[config.mk]
export PLATFORM = sky130hd
export DESIGN_NAME = clk_div_multi
export DESIGN_NICKNAME = d
export VERILOG_FILES = /design/src/rtl/clk_div_multi.sv
export SDC_FILE = /design/constraint.sdc
export NUM_CORES = 1
export LEC_CHECK = 0
export ABC_CLOCK_PERIOD_IN_PS = 2500
export BUFFER_PORTS_ARGS = -buffer_cell sky130_fd_sc_hd__buf_2
export CORE_MARGIN = 2
export CORE_UTILIZATION = 55
export CTS_CLUSTER_DIAMETER = 100
export DETAILED_ROUTE_END_ITERATION = 8
export GPL_ROUTABILITY_DRIVEN = 0
export PLACE_DENSITY_LB_ADDON = 0.3
export SKIP_CTS_REPAIR_TIMING = 1
export SLEW_MARGIN = 20
export SYNTH_ARGS = -nofsm -noshare
export SYNTH_HDL_FRONTEND = slang
export SYNTH_SLANG_ARGS = --single-unit
[constraint.sdc]
create_clock -name clk_i -period 2.5 [get_ports clk_i]
set_clock_uncertainty 0.15 [all_clocks]
set_input_delay 0 -clock clk_i [delete_from_list [all_inputs] [get_ports clk_i]]
set_output_delay 0 -clock clk_i [all_outputs]
set_load 0.02 [all_outputs]
[src/rtl/clk_div_multi.sv]
// clk_div_multi: N_CH independent clock dividers / tick generators.
// Each channel owns a programmable divisor and a down-counter. At terminal
// count it emits a one-cycle tick and either toggles clkout (toggle mode)
// or strobes it high for one cycle (pulse mode). All outputs are registered.
module clk_div_multi #(
    parameter int N_CH    = 4,
    parameter int CNT_W   = 32,
    parameter int DEF_DIV = 1000000
) (
    input  logic                                 clk_i,
    input  logic                                 reset_i,
    input  logic [N_CH-1:0]                      en_i,
    input  logic [N_CH-1:0]                      mode_i,
    input  logic                                 sync_i,
    input  logic                                 wr_en_i,
    input  logic [((N_CH > 1) ? $clog2(N_CH) : 1)-1:0] wr_ch_i,
    input  logic [CNT_W-1:0]                     wr_div_i,
    output logic [N_CH-1:0]                      clkout_o,
    output logic [N_CH-1:0]                      tick_o,
    output logic [N_CH-1:0]                      active_o
);

    localparam int             CH_W    = (N_CH > 1) ? $clog2(N_CH) : 1;
    localparam logic [CNT_W-1:0] DEF_L = CNT_W'(DEF_DIV);
    localparam logic [CNT_W-1:0] ONE   = CNT_W'(1);
    localparam logic [CNT_W-1:0] ZERO  = '0;

    logic [CNT_W-1:0] div_q  [N_CH];
    logic [CNT_W-1:0] div_d  [N_CH];
    logic [CNT_W-1:0] cnt_q  [N_CH];
    logic [CNT_W-1:0] cnt_d  [N_CH];
    logic [CNT_W-1:0] reload [N_CH];
    logic [N_CH-1:0]  clkout_q, clkout_d;
    logic [N_CH-1:0]  tick_q, tick_d;
    logic [N_CH-1:0]  active_q;

    // Reload value D-1 from the divisor registered before this edge; a
    // divisor of 0 behaves as 1, so the counter never underflows.
    always_comb begin
        for (int c = 0; c < N_CH; c++) begin
            reload[c] = (div_q[c] == ZERO) ? ZERO : (div_q[c] - ONE);
        end
    end

    // Divisor write decode; channel indices at or beyond N_CH match nothing.
    always_comb begin
        for (int c = 0; c < N_CH; c++) begin
            div_d[c] = div_q[c];
            if (wr_en_i && (wr_ch_i == CH_W'(c))) begin
                div_d[c] = wr_div_i;
            end
        end
    end

    // Per-channel next state: disable > sync > terminal > decrement.
    always_comb begin
        clkout_d = clkout_q;
        tick_d   = '0;
        for (int c = 0; c < N_CH; c++) begin
            cnt_d[c] = cnt_q[c];
            if (!en_i[c]) begin
                cnt_d[c]    = reload[c];
                clkout_d[c] = 1'b0;
            end else if (sync_i) begin
                cnt_d[c]    = reload[c];
                clkout_d[c] = 1'b0;
            end else if (cnt_q[c] == ZERO) begin
                cnt_d[c]    = reload[c];
                tick_d[c]   = 1'b1;
                clkout_d[c] = mode_i[c] ? 1'b1 : ~clkout_q[c];
            end else begin
                cnt_d[c] = cnt_q[c] - ONE;
                if (mode_i[c]) begin
                    clkout_d[c] = 1'b0;
                end
            end
        end
    end

    // State registers with synchronous reset to the default divisor.
    always_ff @(posedge clk_i) begin
        if (reset_i) begin
            for (int c = 0; c < N_CH; c++) begin
                div_q[c] <= DEF_L;
                cnt_q[c] <= DEF_L - ONE;
            end
            clkout_q <= '0;
            tick_q   <= '0;
            active_q <= '0;
        end else begin
            for (int c = 0; c < N_CH; c++) begin
                div_q[c] <= div_d[c];
                cnt_q[c] <= cnt_d[c];
            end
            clkout_q <= clkout_d;
            tick_q   <= tick_d;
            active_q <= en_i;
        end
    end

    assign clkout_o = clkout_q;
    assign tick_o   = tick_q;
    assign active_o = active_q;

endmodule
==> results_dict.tcl, run 1 <==
set metrics [dict create \
    n_antenna_cell 0 \
    multiInputGateArea_mm2 0.00874 \
    post-route-min-period_ns 2.69 \
    routed_wl_um 43800 \
    crit_type "register to register" \
    synth_seq_cells 268 \
    place_inst 2211 \
    areaGrowthSynthToFinish_pct 30.9 \
    synth_fp_nets 1793 \
    fp.dieH_um 163 \
    final-hold-violation-count 0 \
    cts.clk_slew.worst_paths_ns 0.06 \
    chipWidth_um 163 \
    run_status "finished, violations left" \
    detailedRoute.firstIterationViolations 1239 \
    synth_area_per_cell_um2 8.00 \
    synth.lib_cells_used.distinct 74 \
    grt_pass1_wl_um 63200 \
    yosys_warnings 0 \
    synthTopCellsByArea "sky130_fd_sc_hd__dfxtp_1 39%, sky130_fd_sc_hd__nand2_1 9.3%, sky130_fd_sc_hd__xnor2_1 7.6%" \
    setup.worst_path.start_class "register" \
    cts-root-buf "sky130_fd_sc_hd__clkbuf_16" \
    tritoncts "built" \
    timing.critical_path.buf_inv 0 \
    detail_route.drc_violations 0 \
    biggest_area_consumer_among_synthesized_cells "sky130_fd_sc_hd__dfxtp_1" \
    detailed_place_hpwl_um 28200 \
    critPathTopFamily "simple AND/OR/NAND/NOR gates" \
    slew-limit-headroom_pct 54.7 \
    critical_path.most_common_cell "sky130_fd_sc_hd__or4_4" \
    grt_total_usage_pct 29.5 \
    failing_checks "setup timing" \
    asyncSetResetFlopFracSynth_pct 0 \
    wire_per_inst_um 18.7 \
    final_min_period_over_clock_period_pct 108 \
    grt_setup_unrepaired "yes" \
    drt-vias-per-instance 6.01 \
    critical_path.max_stage_delay_ns 0.53 \
    required_ns 2.80 \
    floorplan.die_area_mm2 0.0265 \
    ioPinCount 58 \
    worstPathCellList "or4_4 -> or4_4 -> or4_4 -> or3b_1 -> xnor2_1 -> a32o_1" \
    cts_buffer_depth 3 \
    pleak_nw 6.71 \
    clk_latency_ns 0.55 \
    start_util_pct 55.6 \
    worstPathArrival_ns 2.99 \
    number_of_antenna_violations_at_the_first_check_in_global_routing 1 \
    clock_sink_count 268 \
    layout.core_utilization_pct 72.8 \
    worstMarginPinSlew_ns 0.679 \
    largest_net_degree_at_the_start_of_global_routing 116 \
    post_synth_edffs 0 \
    cts-buffers-inserted 30 \
    share_of_the_yosys_chip_area_belonging_to_registers_pct 38.7 \
    seq_area_mm2 0.00537 \
    fmax_mhz 372 \
    row_count 58 \
    fillCellCount 1845 \
    ir_drop_mv 0.619 \
    yosys-top-cells-count "345 x sky130_fd_sc_hd__nand2_1, 268 x sky130_fd_sc_hd__dfxtp_1, 132 x sky130_fd_sc_hd__a21oi_1" \
    drive_above_1_share_pct 22.3 \
    detail_route.first_pass.iterations 5 \
    critPathCaptureType "register" \
    drt.antenna.violating_nets 0 \
    synth_cells 1735 \
    instances_no_fill 2337 \
    synthFlopType "sky130_fd_sc_hd__dfxtp_1" \
    max_slew_vio_count 0 \
    drv_cap 0 \
    slowest_cell_on_the_critical_path "sky130_fd_sc_hd__or4_4" \
    critical_path_peak_fanout 4 \
    via_count 14100 \
    cellPowerDensity_mw_per_mm2 601 \
    layout_setup_ws_ns -0.189 \
    fin_nets 2042 \
    synthMostInstantiatedCell "sky130_fd_sc_hd__nand2_1" \
    synth_top_area_share_pct 38.7 \
    hold_class "input pin to register" \
    report.final.setup_viol 57 \
    io_buffers 57 \
    cts-htree-levels 1 \
    syn_area_mm2 0.0139 \
    grt_pass1_vias 12800 \
    globalRoute.totalOverflow 0 \
    core_mm2 0.0250 \
]
flip-flops by register name, indices dropped and copies added, names as in the netlist:
name,flops
cnt_q,128
div_q,128
tick_o,4
clkout_o,4
active_o,4
power by group:
group          internal, mW  switching (mW)
logic                 0.595           0.756
clock network          3.13            1.82
registers              4.45           0.180
total                  8.17            2.75
worst register-to-register path, delay by kind of cell (launching register included):
family / cells / cell delay, ns
compound gates: 1 / 0.20
xor+xnor: 1 / 0.13
flops: 1 / 0.31
simple gates: 4 / 1.79
cell families (layout without fill, tap and decap cells):
logic type | Yosys count | in the layout | synth area share [%]
simple gates | 843 | 845 | 29.9
compound gates | 287 | 288 | 13.3
flops | 268 | 268 | 38.7
xor+xnor | 209 | 209 | 13.2
buf+inv | 107 | 376 | 3.14
fa+ha+maj | 12 | 12 | 1.08
mux | 9 | 9 | 0.658
metal layers:
metal  GRT usage, %  vias up  part of all wire, %  wire length (um)
li1               -     6632                    -                 -
met1           37.4     6756                   40             17400
met2           50.9      557                   49             21200
met3           5.19      110                  7.9              3440
met4           9.41        0                  3.8              1660
met5              0        -                    0                 0
cell usage in the layout, fill, tap and decap left out, types with 13 or more instances in the layout:
cell type | Yosys | layout
sky130_fd_sc_hd__nand2_1 | 345 | 344
sky130_fd_sc_hd__dfxtp_1 | 268 | 261
sky130_fd_sc_hd__buf_4 | 1 | 176
sky130_fd_sc_hd__a21oi_1 | 132 | 121
sky130_fd_sc_hd__xnor2_1 | 120 | 120
sky130_fd_sc_hd__nor2_1 | 117 | 112
sky130_fd_sc_hd__xor2_1 | 89 | 86
sky130_fd_sc_hd__nor3_1 | 75 | 71
sky130_fd_sc_hd__buf_2 | 6 | 57
sky130_fd_sc_hd__nor4_1 | 59 | 55
sky130_fd_sc_hd__nand3_1 | 69 | 55
sky130_fd_sc_hd__dlygate4sd3_1 | 0 | 47
sky130_fd_sc_hd__or3_1 | 42 | 35
sky130_fd_sc_hd__clkbuf_16 | 0 | 35
sky130_fd_sc_hd__o22ai_1 | 44 | 26
sky130_fd_sc_hd__inv_1 | 21 | 20
sky130_fd_sc_hd__or4_1 | 25 | 19
sky130_fd_sc_hd__o22ai_2 | 0 | 18
sky130_fd_sc_hd__o221ai_1 | 22 | 18
sky130_fd_sc_hd__or4_4 | 8 | 14
sky130_fd_sc_hd__o211ai_1 | 14 | 14
sky130_fd_sc_hd__nor2b_1 | 13 | 13
cell type report:
| cell class | instances | share of cell area, % |
|---|---|---|
| timing repair buffer | 300 | 13.4 |
| clock buffer | 39 | 4.71 |
| clock inverter | 16 | 1.50 |
| multi-input combinational | 1363 | 48.1 |
| tap | 330 | 2.27 |
| sequential | 268 | 29.6 |
| inverter | 21 | 0.434 |
final timing paths:
kind,startpoint,endpoint,slack [ns],cells past startpoint
max,div_q[3][15]$_SDFFE_PP0P_,cnt_q[3][31]$_SDFF_PP0_,-0.19,6
min,wr_en_i,div_q[3][31]$_SDFFE_PP0P_,0.008,5
max reg2reg,div_q[3][15]$_SDFFE_PP0P_,cnt_q[3][31]$_SDFF_PP0_,-0.19,6
min reg2reg,div_q[1][31]$_SDFFE_PP0P_,div_q[1][31]$_SDFFE_PP0P_,0.33,2
stage by stage:
step           setup TNS [ns]  power (mW)  setup WS [ns]  hold slack (ns)  area (um2)
6_report                -3.29        10.9         -0.189          0.00774       18200
3_5_place_dp            -5.98        5.83         -0.201            0.130       15700
5_1_grt                 -6.89        11.3         -0.253           0.0134       18200
2_1_floorplan           -2.80        5.38         -0.165          -0.0261       14000
4_1_cts                 -6.87        10.7         -0.209           -0.445       16900
3_3_place_gp            -3.34        5.80         -0.181            0.112       15700
Power figures use the tool's default switching activity.
==> run 2: changes to the inputs <==
--- a/config.mk
+++ b/config.mk
@@ -8,8 +8,9 @@
 export ABC_CLOCK_PERIOD_IN_PS = 2500
 export BUFFER_PORTS_ARGS = -buffer_cell sky130_fd_sc_hd__buf_2
 export CORE_MARGIN = 2
-export CORE_UTILIZATION = 55
+export CORE_UTILIZATION = 30
 export CTS_CLUSTER_DIAMETER = 100
+export CTS_CLUSTER_SIZE = 14
 export DETAILED_ROUTE_END_ITERATION = 8
 export GPL_ROUTABILITY_DRIVEN = 0
 export PLACE_DENSITY_LB_ADDON = 0.3
==> results_dict.tcl, run 2 (synthesized netlist as in run 1, its figures left out) <==
set metrics [dict create \
    run_status "finished, violations left" \
    failing_checks "hold timing, setup timing" \
    place_inst 2505 \
    number_of_antenna_violations_at_the_first_check_in_global_routing 0 \
    required_ns 2.80 \
    fin_worst_hold_slack_ns -0.0348 \
    post_dp_cell_area_mm2 0.0162 \
    areaGrowthSynthToFinish_pct 30.6 \
    cts_buffer_depth 3 \
    fin_nets 2050 \
    chipWidth_um 219 \
    via_count 13400 \
    reg2reg_depth 6 \
    cts-htree-levels 1 \
    crit_type "register to register" \
    n_antenna_cell 0 \
    io_buffers 57 \
    worst_reg2reg_endpoint "cnt_q[3][31]$_SDFF_PP0_" \
    setup.worst_path.start_class "register" \
    clock_sink_count 268 \
    ir_drop_mv 0.493 \
    drt-vias-per-instance 5.16 \
    final-hold-violation-count 4 \
    power.clock.fraction_pct 35.8 \
    grt_setup_unrepaired "yes" \
    largest_net_degree_at_the_start_of_global_routing 129 \
    ioPinCount 58 \
    crit_end "cnt_q[3][31]$_SDFF_PP0_" \
    detailedRoute.firstIterationViolations 815 \
    max_slew_vio_count 0 \
    post-route-min-period_ns 2.71 \
    cts.clk_slew.worst_paths_ns 0.07 \
    critical_path_peak_fanout 3 \
    power.sequential.fraction_pct 49.6 \
    commonest_non_fill_non_tap_cells_in_the_layout "345 x sky130_fd_sc_hd__nand2_1, 260 x sky130_fd_sc_hd__dfxtp_1, 191 x sky130_fd_sc_hd__buf_4" \
    final_min_period_over_clock_period_pct 108 \
    cts-root-buf "sky130_fd_sc_hd__clkbuf_16" \
    detail_route.first_pass.iterations 5 \
    ff2ff_setup_slack_ns -0.21 \
    core_mm2 0.0455 \
    design_area_mm2 0.0181 \
    critical_path.max_stage_delay_ns 0.53 \
    critical_path.most_common_cell "sky130_fd_sc_hd__or4_4" \
    detailed_place_hpwl_um 31100 \
    grt_pass1_vias 12500 \
    drive_above_1_share_pct 22.4 \
    fillCellCount 4695 \
    worstSetupStartpoint "div_q[3][15]$_SDFFE_PP0P_" \
    worstPathCellList "or4_4 -> or4_4 -> or4_4 -> or3b_1 -> xnor2_1 -> a32o_1" \
    biggestRegsByFlops "cnt_q (128), div_q (128)" \
    detail_route.drc_violations 0 \
    share_comb_of_total_power_pct 14.6 \
    globalRoute.totalOverflow 0 \
    drv_cap 0 \
    fmax_mhz 369 \
    pleak_nw 6.55 \
    row_count 78 \
    cts-buffers-inserted 23 \
    report.final.setup_viol 52 \
    clk_latency_ns 0.55 \
    hold_class "input pin to register" \
    floorplan.die_area_mm2 0.0480 \
    layout_setup_ws_ns -0.208 \
    worstMarginPinSlew_ns 0.723 \
    internal_power_mw 6.71 \
    layout_commonest_cell "sky130_fd_sc_hd__nand2_1" \
    routed_wl_um 44700 \
    slowest_cell_on_the_critical_path "sky130_fd_sc_hd__or4_4" \
    grt_pass1_wl_um 67700 \
    layout.core_utilization_pct 39.8 \
    wire_per_inst_um 17.2 \
    worstPathArrival_ns 3.01 \
    drt.antenna.violating_nets 0 \
    slew-limit-headroom_pct 51.8 \
    fp.dieH_um 219 \
    critPathCaptureType "register" \
    setup-tns-final_ns -3.30 \
    cellPowerDensity_mw_per_mm2 513 \
    instances_no_fill 2593 \
    start_util_pct 30.5 \
    r2r-start "div_q[3][15]$_SDFFE_PP0P_" \
    p_sw_mw 2.59 \
    grt_total_usage_pct 17.7 \
    sw_frac_of_total_pct 27.8 \
    tritoncts "built" \
]
-- run 2: cell count changes in the layout (fill, tap and decap cells not counted), sizes merged --
cell         change
dlygate4sd3      -4
clkbuf          -16
o21ai            -1
clkinv           -5
inv              +2
clkinvlp         -4
bufinv           -7
buf             +21
-- run 2: layout make-up --
type / count / area [um2] / area share (%)
Multi-Input combinational cell: 1362 / 8760 / 48.3
Sequential cell: 268 / 5380 / 29.7
Timing Repair Buffer: 316 / 2550 / 14.1
Tap cell: 600 / 751 / 4.14
Clock buffer: 24 / 589 / 3.25
Inverter: 21 / 78.8 / 0.435
Clock inverter: 2 / 20.0 / 0.110
-- run 2: per-stage QoR --
stage	worst slack, ns	power (mW)
floorplan	-0.165	5.38
global placement	-0.174	5.86
detailed placement	-0.206	5.88
CTS	-0.218	9.23
global route	-0.262	9.70
finish	-0.208	9.30
-- run 2: worst min path at each step --
stage                      start                         to  slack (ns)  depth (start not counted)
floorplan           wr_div_i[19]  div_q[0][19]$_SDFFE_PP1P_       -0.03                          2
global placement         en_i[2]     active_o[2]$_SDFF_PP0_        0.14                          2
detailed placement       en_i[1]     active_o[1]$_SDFF_PP0_        0.15                          2
CTS                      en_i[1]     active_o[1]$_SDFF_PP0_       -0.44                          2
global route          wr_ch_i[0]  div_q[0][25]$_SDFFE_PP0P_        0.01                          5
finish                    sync_i   clkout_o[1]$_SDFFE_PP0P_       -0.03                          4
-- run 2: power by group through the flow --
stage / sequential [mW] / clock (mW) / combinational [mW]
6_report: 4.62 / 3.33 / 1.35
5_1_grt: 4.64 / 3.59 / 1.47
4_1_cts: 4.61 / 3.45 / 1.18
3_5_place_dp: 4.71 / 0 / 1.17
3_3_place_gp: 4.70 / 0 / 1.16
2_1_floorplan: 4.69 / 0 / 0.696
-- run 2: layer usage --
| layer | part of all wire (%) | GRT usage [%] | vias up |
|---|---|---|---|
| met1 | 47 | 24.1 | 6435 |
| met2 | 47 | 30.0 | 264 |
| met3 | 4.5 | 2.16 | 43 |
| met5 | 0 | 0 | - |
| li1 | - | - | 6638 |
| met4 | 1.5 | 4.01 | 0 |
-- run 2: critical path: cells and delay by family (launching register included) --
| family | cells | cell delay [ns] |
|---|---|---|
| compound gates | 1 | 0.21 |
| xor+xnor | 1 | 0.14 |
| flops | 1 | 0.32 |
| simple gates | 4 | 1.79 |
